--- src/rtl/line_fill_pkg.sv ---
// Shared state encoding and default geometry for the line-fill sequencer.
package line_fill_pkg;
  localparam int DEF_WORDS   = 4;
  localparam int DEF_ADDR_W  = 16;
  localparam int DEF_LATENCY = 2;

  typedef enum logic [2:0] {
    IDLE,
    ISSUE,
    DRAIN,
    ABORT_DRAIN,
    DONE
  } fill_state_e;
endpackage

--- src/rtl/fill_ret_pipe.sv ---
// Tracks outstanding reads: LATENCY-deep {valid, index} shift register.
module fill_ret_pipe #(
  parameter int LATENCY = 2,
  parameter int IDX_W   = 2
) (
  input  logic             clk,
  input  logic             rst,
  input  logic             flush,
  input  logic             push,
  input  logic [IDX_W-1:0] push_idx,
  output logic             ret_vld,
  output logic [IDX_W-1:0] ret_idx,
  output logic             pending
);
  // Every stage except the output one: anything here still returns later.
  localparam logic [LATENCY-1:0] EARLY = {LATENCY{1'b1}} >> 1;

  logic [LATENCY-1:0]            vld_pipe;
  logic [LATENCY-1:0][IDX_W-1:0] idx_pipe;

  always_ff @(posedge clk or posedge rst) begin
    if (rst) begin
      vld_pipe <= '0;
      idx_pipe <= '0;
    end else begin
      vld_pipe[0] <= push && !flush;
      idx_pipe[0] <= push_idx;
      for (int i = 1; i < LATENCY; i++) begin
        vld_pipe[i] <= vld_pipe[i-1] && !flush;
        idx_pipe[i] <= idx_pipe[i-1];
      end
    end
  end

  assign ret_vld = vld_pipe[LATENCY-1];
  assign ret_idx = idx_pipe[LATENCY-1];
  assign pending = |(vld_pipe & EARLY);
endmodule

--- src/rtl/line_fill_seq.sv ---
// Cache line fill sequencer: issues WORDS reads (optionally critical-word-first)
// and marks each fixed-latency return for the line buffer.
module line_fill_seq
  import line_fill_pkg::*;
#(
  parameter  int WORDS   = DEF_WORDS,
  parameter  int ADDR_W  = DEF_ADDR_W,
  parameter  int LATENCY = DEF_LATENCY,
  localparam int IDX_W   = $clog2(WORDS)
) (
  input  logic              clk,
  input  logic              rst,
  input  logic              start,
  input  logic [ADDR_W-1:0] line_addr,
  input  logic              cwf_en,
  input  logic              mem_stall,
  input  logic              abort,
  output logic              mem_rd,
  output logic [ADDR_W-1:0] mem_addr,
  output logic              fill_we,
  output logic [IDX_W-1:0]  fill_index,
  output logic              busy,
  output logic              done
);
  localparam logic [ADDR_W-1:0] IDX_MASK = ADDR_W'(WORDS - 1);
  localparam logic [IDX_W-1:0]  LAST_CNT = IDX_W'(WORDS - 1);

  fill_state_e       state;
  logic [ADDR_W-1:0] base;
  logic [IDX_W-1:0]  off;
  logic [IDX_W-1:0]  cnt;
  logic [IDX_W-1:0]  cur_idx;
  logic              accept;
  logic              kill;
  logic              ret_vld;
  logic [IDX_W-1:0]  ret_idx;
  logic              ret_pending;

  // IDX_W-wide sum wraps the line index for free.
  assign cur_idx  = off + cnt;
  assign mem_rd   = (state == ISSUE) && !abort;
  assign mem_addr = base | {{(ADDR_W-IDX_W){1'b0}}, cur_idx};
  assign accept   = mem_rd && !mem_stall;
  assign kill     = abort && ((state == ISSUE) || (state == DRAIN));

  // A return landing in the abort cycle is dropped along with the flush.
  assign fill_we    = ret_vld && !kill;
  assign fill_index = ret_idx;

  fill_ret_pipe #(
    .LATENCY (LATENCY),
    .IDX_W   (IDX_W)
  ) u_ret (
    .clk      (clk),
    .rst      (rst),
    .flush    (kill),
    .push     (accept),
    .push_idx (cur_idx),
    .ret_vld  (ret_vld),
    .ret_idx  (ret_idx),
    .pending  (ret_pending)
  );

  always_ff @(posedge clk or posedge rst) begin
    if (rst) begin
      state <= IDLE;
      base  <= '0;
      off   <= '0;
      cnt   <= '0;
      busy  <= 1'b0;
      done  <= 1'b0;
    end else begin
      done <= 1'b0;
      unique case (state)
        IDLE, DONE: begin
          if (start) begin
            state <= ISSUE;
            base  <= line_addr & ~IDX_MASK;
            off   <= cwf_en ? line_addr[IDX_W-1:0] : '0;
            cnt   <= '0;
            busy  <= 1'b1;
          end else begin
            state <= IDLE;
            busy  <= 1'b0;
          end
        end
        ISSUE: begin
          if (abort) begin
            state <= ABORT_DRAIN;
          end else if (accept) begin
            cnt <= cnt + 1'b1;
            if (cnt == LAST_CNT) state <= DRAIN;
          end
        end
        DRAIN: begin
          if (abort) begin
            state <= ABORT_DRAIN;
          end else if (!ret_pending) begin
            state <= DONE;
            busy  <= 1'b0;
            done  <= 1'b1;
          end
        end
        ABORT_DRAIN: begin
          if (!ret_pending) begin
            state <= IDLE;
            busy  <= 1'b0;
          end
        end
        default: begin
          state <= IDLE;
          busy  <= 1'b0;
        end
      endcase
    end
  end
endmodule

--- config.mk ---
export PLATFORM = sky130hd
export DESIGN_NAME = line_fill_seq
export DESIGN_NICKNAME = d
export VERILOG_FILES = /design/src/rtl/line_fill_pkg.sv /design/src/rtl/fill_ret_pipe.sv /design/src/rtl/line_fill_seq.sv
export SDC_FILE = /design/constraint.sdc
export NUM_CORES = 1
export LEC_CHECK = 0
export CAP_MARGIN = 10
export CORE_UTILIZATION = 47
export DETAILED_ROUTE_END_ITERATION = 12
export GPL_ROUTABILITY_DRIVEN = 0
export GPL_TIMING_DRIVEN = 0
export PLACE_DENSITY = 0.93
export SLEW_MARGIN = 20
export SYNTH_ARGS = -nofsm -noshare
export SYNTH_HDL_FRONTEND = slang
export SYNTH_SLANG_ARGS = --single-unit
--- constraint.sdc ---
create_clock -name clk -period 2.85 [get_ports clk]
set_input_delay 0.855 -clock clk [delete_from_list [all_inputs] [get_ports clk]]
set_output_delay 0.855 -clock clk [all_outputs]
set_load 0.02 [all_outputs]
==> impl_metrics.yaml, run 1 <==
synth:
  synth.most_common_cell: "nand2_1"
  synth_compound_area_share_pct: 3.11
  syn-num-nets: 143
  postSynth.asyncResetShare_pct: 100
  yosys.area.top_type: "dfrtp_1"
  synth_warnings: 0
  synth_top_area_share_pct: 58.2
  synth_fa_ha_area_share_pct: 2.01
  synth-main-ff-cell: "dfrtp_1"
  synth_area_leaders: "dfrtp_1 58%, nand2_1 15%, buf_6 3.6%"
  synth-edff-count: 0
  syn_area_per_cell_um2: 10.5
  synthCells: 119
  synth.distinct_cells: 27
  synth-simple-area-share_pct: 26.5
  synthMuxAreaShare_pct: 1.61
  synth_seq_cells: 29
  ys_seq_area_share_pct: 58.2
  synth_top_family_by_area: "simple AND/OR/NAND/NOR gates"
  synth-xor-area-share_pct: 2.11
  synthTopCellsByCount: "49 x nand2_1, 29 x dfrtp_1, 4 x buf_6"
  syn_area_um2: 1250
setup_path:
  critical_path.max_fanout: 9
  cp_top_family: "buffers and inverters"
  cp-endpoint: "fill_we"
  r2r_cells: 5
  crit_buf_inv: 2
  critPathRequiredTime_ps: 2000
  startpoint: "abort"
  crit_chain: "buf_2, nand3b_1, and2_1, clkdlybuf4s50_1"
  crit_slowest_cell: "clkdlybuf4s50_1"
  critical_path_class: "input port to output pin"
  critPathCaptureType: "output pin"
  slowest_delay_ps: 520
  reg2reg_to: "cnt[1]$_DFFE_PP0P_"
  timing.rr.start: "state[0]$_DFFE_PP0P_"
  path_depth: 4
  cp-start-kind: "input port"
  reg2reg_slack_ps: 1530
  worstPathArrival_ps: 1830
floorplanning:
  io_pins: 44
  row_count: 18
  start_util_pct: 49.8
  coreArea_um2: 2500
  die_w_um: 53.5
  die_y_um: 53.5
  dieArea_um2: 2860
drt:
  first_pass_iters: 4
  routed_wl_um: 2510
  via_count: 985
  route.detailed.drc: 0
  drt-vias-per-instance: 4.95
  post_drt_wl_per_cell_um: 12.6
  drtIter0Drc: 6
  antenna_left: 0
global_route:
  grt_max_degree: 30
  grt_pass1_vias: 991
  overflow: 0
  grt_use_total_pct: 21.1
  antenna_found_initial: 0
  grt_pass1_wl_um: 4090
clocking:
  htree_levels: 2
  numCtsBuffers: 5
  clockBufferDepth: 2
  clock-root-buffer: "clkbuf_4"
  clk_pin_slew_ps: 90
  clk_latency_ps: 320
  post_cts_buffers: 0
  clkSinkCount: 29
  cts_tree: "yes"
cells_and_area:
  area_growth_pct: 43.8
  antenna_cells: 0
  fin_nets: 192
  drive_above_1_share_pct: 11.2
  fillers: 183
place:
  portBuffers: 42
  dp_slack_ps: 163
  dpl.hpwl_um: 1900
sta:
  setup_viol: 0
  slew_viol_final: 0
  rsz0062_at_grt: "no"
  max_slew_margin_pct: 60.8
  period_share_pct: 94.2
  finalClockSkew_ps: 8.72
  min_period_ps: 2680
  tightest_slew_ps: 587
  hold_viol_final: 0
  maxClockFrequency_mhz: 373
  tns_ps: 0
  setup_ws_ps: 166
power:
  ir_worst_vdd_uv: 751
  p_leak_nw: 0.869
  power.density_nw_per_um2: 1130
  p_total_w: 0.00202
flow_run:
  drv_cap: 0
hold_path:
  worstHoldPathType: "register to register"
status:
  outcome: "finished clean"
## cells in the final DEF, fill, tap and decap left out, drive strengths merged, types with 3 or more instances in the layout
cell type and n:
clkdlybuf4s50 41, nor2b 3, clkbuf 7, nor4 3
dfrtp 29, buf 8, nand2 49
## layout make-up
cell class                      instances  area [µm²]  share of cell area (%)
Buffer                                  8        72.6                    4.05
Clock buffer                            7        55.1                    3.07
Clock inverter                          1        30.0                    1.68
Inverter                                2        7.51                   0.419
Multi-Input combinational cell         80         440                    24.6
Sequential cell                        29         726                    40.5
Tap cell                               30        37.5                    2.09
Timing Repair Buffer                   42         423                    23.6
## cell families (layout without fill, tap and decap cells)
family	Yosys count	after routing
simple gates	67	67
flops	29	29
buf+inv	10	60
compound gates	6	6
xor+xnor	3	3
fa+ha+maj	2	2
mux	2	2
## timing repair
action | 4_1_cts | 5_1_grt
hold buffers | 0 | 0
setup endpoints to repair | 0 | 1
gates resized for setup | 0 | 1
## power breakdown
part           leakage (nW)  switching (W)  internal [W]
registers             0.368      0.0000950      0.000587
logic                 0.455       0.000513      0.000481
clock network        0.0455       0.000133      0.000209
total                 0.869       0.000742       0.00128
## how the worst min path moves through the flow
stage	start	endpoint	slack [ps]	cells past startpoint
floorplan	u_ret.idx_pipe[0]$_DFF_PP0_	u_ret.ret_idx[0]$_DFF_PP0_	330	0
CTS	u_ret.idx_pipe[1]$_DFF_PP0_	u_ret.ret_idx[1]$_DFF_PP0_	360	0
global placement	u_ret.idx_pipe[1]$_DFF_PP0_	u_ret.ret_idx[1]$_DFF_PP0_	330	0
detailed placement	u_ret.idx_pipe[1]$_DFF_PP0_	u_ret.ret_idx[1]$_DFF_PP0_	340	0
global route	u_ret.idx_pipe[1]$_DFF_PP0_	u_ret.ret_idx[1]$_DFF_PP0_	360	0
finish	u_ret.idx_pipe[1]$_DFF_PP0_	u_ret.ret_idx[1]$_DFF_PP0_	350	0
## flip-flops by register name, summed over array words and instances (netlist names)
signal	flops
busy	1
u_ret.ret_idx	2
done	1
state	3
cnt	2
base	14
u_ret.idx_pipe	2
off	2
u_ret.vld_pipe	2
## stage by stage
step | utilization [%] | instances | hold WS (ps) | instance area [µm²]
detailed placement | 68.2 | 191 | 336 | 1700
finish | 71.7 | 199 | 353 | 1790
CTS | 71.6 | 199 | 357 | 1790
global placement | 68.2 | 191 | 333 | 1700
floorplan | - | 119 | 331 | 1250
global route | 71.7 | 199 | 362 | 1790
## per-layer routing
metal	part of all wire, %	track usage (%)
met2	53	37.9
met1	39	21.8
met3	6.4	7.18
met4	1.2	9.21
met5	0	0
Power figures use the tool's default switching activity.
==> run 2, diff against run 1 <==
--- a/config.mk
+++ b/config.mk
@@ -9,7 +9,6 @@
 export CORE_UTILIZATION = 47
 export DETAILED_ROUTE_END_ITERATION = 12
 export GPL_ROUTABILITY_DRIVEN = 0
-export GPL_TIMING_DRIVEN = 0
 export PLACE_DENSITY = 0.93
 export SLEW_MARGIN = 20
 export SYNTH_ARGS = -nofsm -noshare
==> constraint.sdc (replaced) <==
create_clock -name clk -period 3.4 [get_ports clk]
set_input_delay 1.02 -clock clk [delete_from_list [all_inputs] [get_ports clk]]
set_output_delay 1.02 -clock clk [all_outputs]
set_load 0.02 [all_outputs]
==> run 2 against run 1 <==
  * Non-clock buffer count fell by 5
  * Die area did not move
  * Sequential share of layout area rose by 1.9 points
  * Clock skew rose by 6.0 ps
  * Clock power fell by 42%
  * First-iteration DRC count rose by 67%
  * Final cell count fell by 2.5%
  * Combinational power fell by 25%
  * Critical path depth did not move
  * Flip-flop and latch count did not move
  * Core utilization fell by 3.3 points
  * Via count fell by 0.91%
  * Critical endpoint unchanged
  * Largest power group unchanged
  * Highest routed layer unchanged
==> impl_metrics.yaml, run 2 (same netlist as run 1, synthesis figures left out) <==
clocking:
  post_cts_buffers: 0
  clkSinkCount: 29
  htree_levels: 2
  numCtsBuffers: 5
  cts_tree: "yes"
  clock-root-buffer: "clkbuf_4"
  clockBufferDepth: 2
  cts_hold_buffers: 0
  clk_latency_ps: 330
  clk_pin_slew_ps: 80
floorplanning:
  dieArea_um2: 2860
  io_pins: 44
  start_util_pct: 49.8
  die_y_um: 53.5
  coreArea_um2: 2500
  row_count: 18
  die_w_um: 53.5
drt:
  post_drt_wl_per_cell_um: 13.9
  route.detailed.drc: 0
  drtIter0Drc: 10
  via_count: 976
  routed_wl_um: 2710
  antenna_left: 0
  drt-vias-per-instance: 5.03
  first_pass_iters: 4
global_route:
  grt_use_total_pct: 22.5
  antenna_found_initial: 0
  grt_max_degree: 30
  grt_pass1_vias: 1007
  grt_pass1_wl_um: 4280
  overflow: 0
setup_path:
  critical_path_class: "input port to output pin"
  crit_chain: "clkdlybuf4s50_1, nand3b_1, and2_1, clkdlybuf4s50_1"
  critPathMostFrequentCell: "clkdlybuf4s50_1"
  crit_slowest_cell: "clkdlybuf4s50_1"
  timing.rr.start: "state[0]$_DFFE_PP0P_"
  reg2reg_to: "off[1]$_DFFE_PP0P_"
  r2r_cells: 3
  critPathRequiredTime_ps: 2380
  reg2reg_slack_ps: 1970
  critical_path.max_fanout: 3
  worstPathArrival_ps: 2320
  cp-start-kind: "input port"
  slowest_delay_ps: 530
  critPathCaptureType: "output pin"
sta:
  period_share_pct: 98.1
  tightest_slew_ps: 631
  tns_ps: 0
  maxClockFrequency_mhz: 300
  whs_ps: 357
  setup_viol: 0
  finalClockSkew_ps: 14.7
  max_slew_margin_pct: 57.9
  rsz0062_at_grt: "no"
  setup_ws_ps: 63.2
  min_period_ps: 3340
  slew_viol_final: 0
  hold_viol_final: 0
cells_and_area:
  fillers: 201
  largest_register_ffs: 14
  reg_top3: "base (14), state (3)"
  top_register: "base"
  drive_above_1_share_pct: 7.32
  area_growth_pct: 37.2
  fin_nets: 187
  final_common_cell: "nand2_1"
  antenna_cells: 0
  mostFrequentLayoutCells: "49 x nand2_1, 42 x clkdlybuf4s50_1, 29 x dfrtp_1"
hold_path:
  worstHoldPathCells: 0
  min_to: "u_ret.ret_idx[0]$_DFF_PP0_"
  min_from: "u_ret.idx_pipe[0]$_DFF_PP0_"
  worstHoldPathType: "register to register"
power:
  ir_worst_vdd_uv: 573
  p_total_w: 0.00155
  p_leak_nw: 0.829
  power.density_nw_per_um2: 905
place:
  portBuffers: 43
  dp_slack_ps: 68.1
  dpl.hpwl_um: 1940
flow_run:
  drv_cap: 0
status:
  outcome: "finished clean"
==> run 2: area by class of cell <==
class | count | area (µm²) | share of cell area [%]
sequential | 29 | 726 | 42.4
clock buffer | 6 | 41.3 | 2.41
clock inverter | 2 | 10.0 | 0.585
timing repair buffer | 45 | 448 | 26.2
tap | 30 | 37.5 | 2.19
multi-input combinational | 80 | 440 | 25.7
inverter | 2 | 7.51 | 0.439
==> run 2: routing by layer <==
layer	wire length (µm)	GRT usage, %	share of wire (%)
met1	1030	21.9	38
met2	1410	39.8	52
met3	228	9.20	8.4
met4	46	11.8	1.7
met5	0	0	0
==> run 2: through the flow <==
| step | instances | util [%] | cell area, µm² |
|---|---|---|---|
| detailed placement | 186 | 66.3 | 1660 |
| global placement | 186 | 66.3 | 1660 |
| finish | 194 | 68.4 | 1710 |
| floorplan | 119 | - | 1250 |
| CTS | 194 | 68.3 | 1710 |
| global route | 194 | 68.4 | 1710 |
==> run 2: repair_timing <==
item,4_1_cts,5_1_grt
endpoints found under the hold margin,0,0
endpoints found under the setup margin,0,1
resized for setup,0,1
==> run 2: worst max-delay path, delay by kind of cell <==
family | cells | cell delay (ps)
and+or+nand+nor | 2 | 270
buffers and inverters | 2 | 1030
==> run 2: worst max-delay path by stage <==
stage / cells past startpoint / start / endpoint
floorplan: 2 / abort / mem_rd
global placement: 4 / abort / fill_we
detailed placement: 4 / abort / fill_we
CTS: 4 / abort / fill_we
global route: 4 / abort / fill_we
finish: 4 / abort / fill_we
==> run 2: power breakdown <==
group | total [W] | internal, W | switching, W
combinational | 0.000745 | 0.000352 | 0.000393
sequential | 0.000603 | 0.000491 | 0.000112
clock | 0.000200 | 0.0000786 | 0.000122
total | 0.00155 | 0.000922 | 0.000626
==> run 3, diff against run 2 <==
--- a/config.mk
+++ b/config.mk
@@ -6,10 +6,11 @@
 export NUM_CORES = 1
 export LEC_CHECK = 0
 export CAP_MARGIN = 10
-export CORE_UTILIZATION = 47
+export CORE_UTILIZATION = 44
 export DETAILED_ROUTE_END_ITERATION = 12
 export GPL_ROUTABILITY_DRIVEN = 0
-export PLACE_DENSITY = 0.93
+export GPL_TIMING_DRIVEN = 0
+export PLACE_DENSITY = 0.89
 export SLEW_MARGIN = 20
 export SYNTH_ARGS = -nofsm -noshare
 export SYNTH_HDL_FRONTEND = slang
==> run 3 against run 2 <==
  * Clock power grew 17%
  * Fmax grew 10%
  * Flip-flop and latch count is the same
  * Critical endpoint unchanged
==> impl_metrics.yaml, run 3 (same netlist as run 1, synthesis figures left out) <==
place:
  dpl.hpwl_um: 1840
  dp_slack_ps: 378
  portBuffers: 42
cells_and_area:
  final_common_cell: "nand2_1"
  mostFrequentLayoutCells: "49 x nand2_1, 42 x clkdlybuf4s50_1, 29 x dfrtp_1"
  reg_top3: "base (14), state (3)"
  top_register: "base"
  antenna_cells: 0
  drive_above_1_share_pct: 11.8
  largest_register_ffs: 14
  post-route-util_pct: 69.1
  fin_nets: 192
  area_growth_pct: 42.4
sta:
  slew_viol_final: 0
  tightest_slew_ps: 581
  finalClockSkew_ps: 11.6
  setup_viol: 0
  whs_ps: 352
  maxClockFrequency_mhz: 331
  min_period_ps: 3020
  period_share_pct: 89.0
  rsz0062_at_grt: "no"
  setup_ws_ps: 375
  hold_viol_final: 0
  tns_ps: 0
  max_slew_margin_pct: 61.2
clocking:
  cts_hold_buffers: 0
  cts_resized: 0
  cts_tree: "yes"
  clk_pin_slew_ps: 80
  clock-root-buffer: "clkbuf_4"
  htree_levels: 2
  clk_latency_ps: 330
  clockBufferDepth: 2
  numCtsBuffers: 5
  clkSinkCount: 29
  post_cts_buffers: 0
setup_path:
  critPathCaptureType: "output pin"
  critical_path.max_fanout: 9
  cp-start-kind: "input port"
  critPathRequiredTime_ps: 2380
  worstPathArrival_ps: 2000
  critical_path_class: "input port to output pin"
  r2r_cells: 5
global_route:
  grt_max_degree: 30
  grt_use_met1_pct: 19.7
  grt_use_total_pct: 19.1
  grt_pass1_wl_um: 4370
  use_met2_pct: 33.0
  antenna_found_initial: 0
  overflow: 0
  met3_usage_pct: 8.67
  grt_pass1_vias: 995
  grt-busiest-layer: "met2"
floorplanning:
  row_count: 18
  io_pins: 44
  start_util_pct: 48.5
  dieArea_um2: 3050
  coreArea_um2: 2570
  die_y_um: 55.2
  die_w_um: 55.2
flow_run:
  drv_cap: 0
drt:
  routed_wl_um: 2510
  drtIter0Drc: 9
  route.detailed.drc: 0
  post_drt_wl_per_cell_um: 12.6
  drt-vias-per-instance: 4.92
  antenna_left: 0
  via_count: 980
  first_pass_iters: 4
power:
  power_switching_w: 0.000622
  p_int_w: 0.00102
  seqPwrFrac_pct: 34.8
  share_comb_of_total_power_pct: 50.9
  power.density_nw_per_um2: 923
  ir_worst_vdd_uv: 564
  clkPwrFrac_pct: 14.3
  swShare_pct: 37.9
  p_leak_nw: 0.852
status:
  outcome: "finished clean"
hold_path:
  worstHoldPathType: "register to register"
  worstHoldPathCells: 0
## run 3: worst max-delay path, stage by stage
cell	delay [ps]
buf_2	190
nand3b_1	100
and2_1	160
clkdlybuf4s50_1	530
## run 3: through the flow
step	cells	power, W	area (µm²)
2_1_floorplan	119	0.00107	1250
3_3_place_gp	191	0.00138	1700
3_5_place_dp	191	0.00142	1700
4_1_cts	199	0.00166	1770
5_1_grt	199	0.00175	1770
6_report	199	0.00164	1770
## run 3: worst paths after layout
path                                             startpoint                         end  slack, ps
worst max-delay path                                  abort                     fill_we        380
max in group asynchronous                               rst        state[2]$_DFFE_PP0P_       1940
worst min-delay path            u_ret.idx_pipe[0]$_DFF_PP0_  u_ret.ret_idx[0]$_DFF_PP0_        350
worst min register to register  u_ret.idx_pipe[0]$_DFF_PP0_  u_ret.ret_idx[0]$_DFF_PP0_        350
worst max register to register         state[0]$_DFFE_PP0P_          cnt[0]$_DFFE_PP0P_       2060
min in group asynchronous                               rst         base[5]$_DFFE_PP0P_       1080
## run 3: power by group through the flow
| stage | Combinational, W | Clock (W) | Sequential (W) |
|---|---|---|---|
| floorplan | 0.000396 | 0 | 0.000673 |
| global placement | 0.000816 | 0 | 0.000568 |
| detailed placement | 0.000839 | 0 | 0.000578 |
| CTS | 0.000844 | 0.000241 | 0.000572 |
| global route | 0.000902 | 0.000259 | 0.000590 |
| finish | 0.000833 | 0.000234 | 0.000571 |
## run 3: final cells by class
cell class | count | area, µm²
well taps | 30 | 37.5
clock buffers | 7 | 65.1
plain buffers | 8 | 72.6
repair buffers | 42 | 420
clock inverters | 1 | 5.00
flip-flops and latches | 29 | 726
inverters | 2 | 7.51
multi-input cells | 80 | 440
fillers | 205 | 793
## run 3: metal layers
layer  part of all wire (%)  wire length (µm)
met3                    9.6               240
met2                     48              1210
met1                     41              1020
met5                      0                 0
met4                    1.4                35
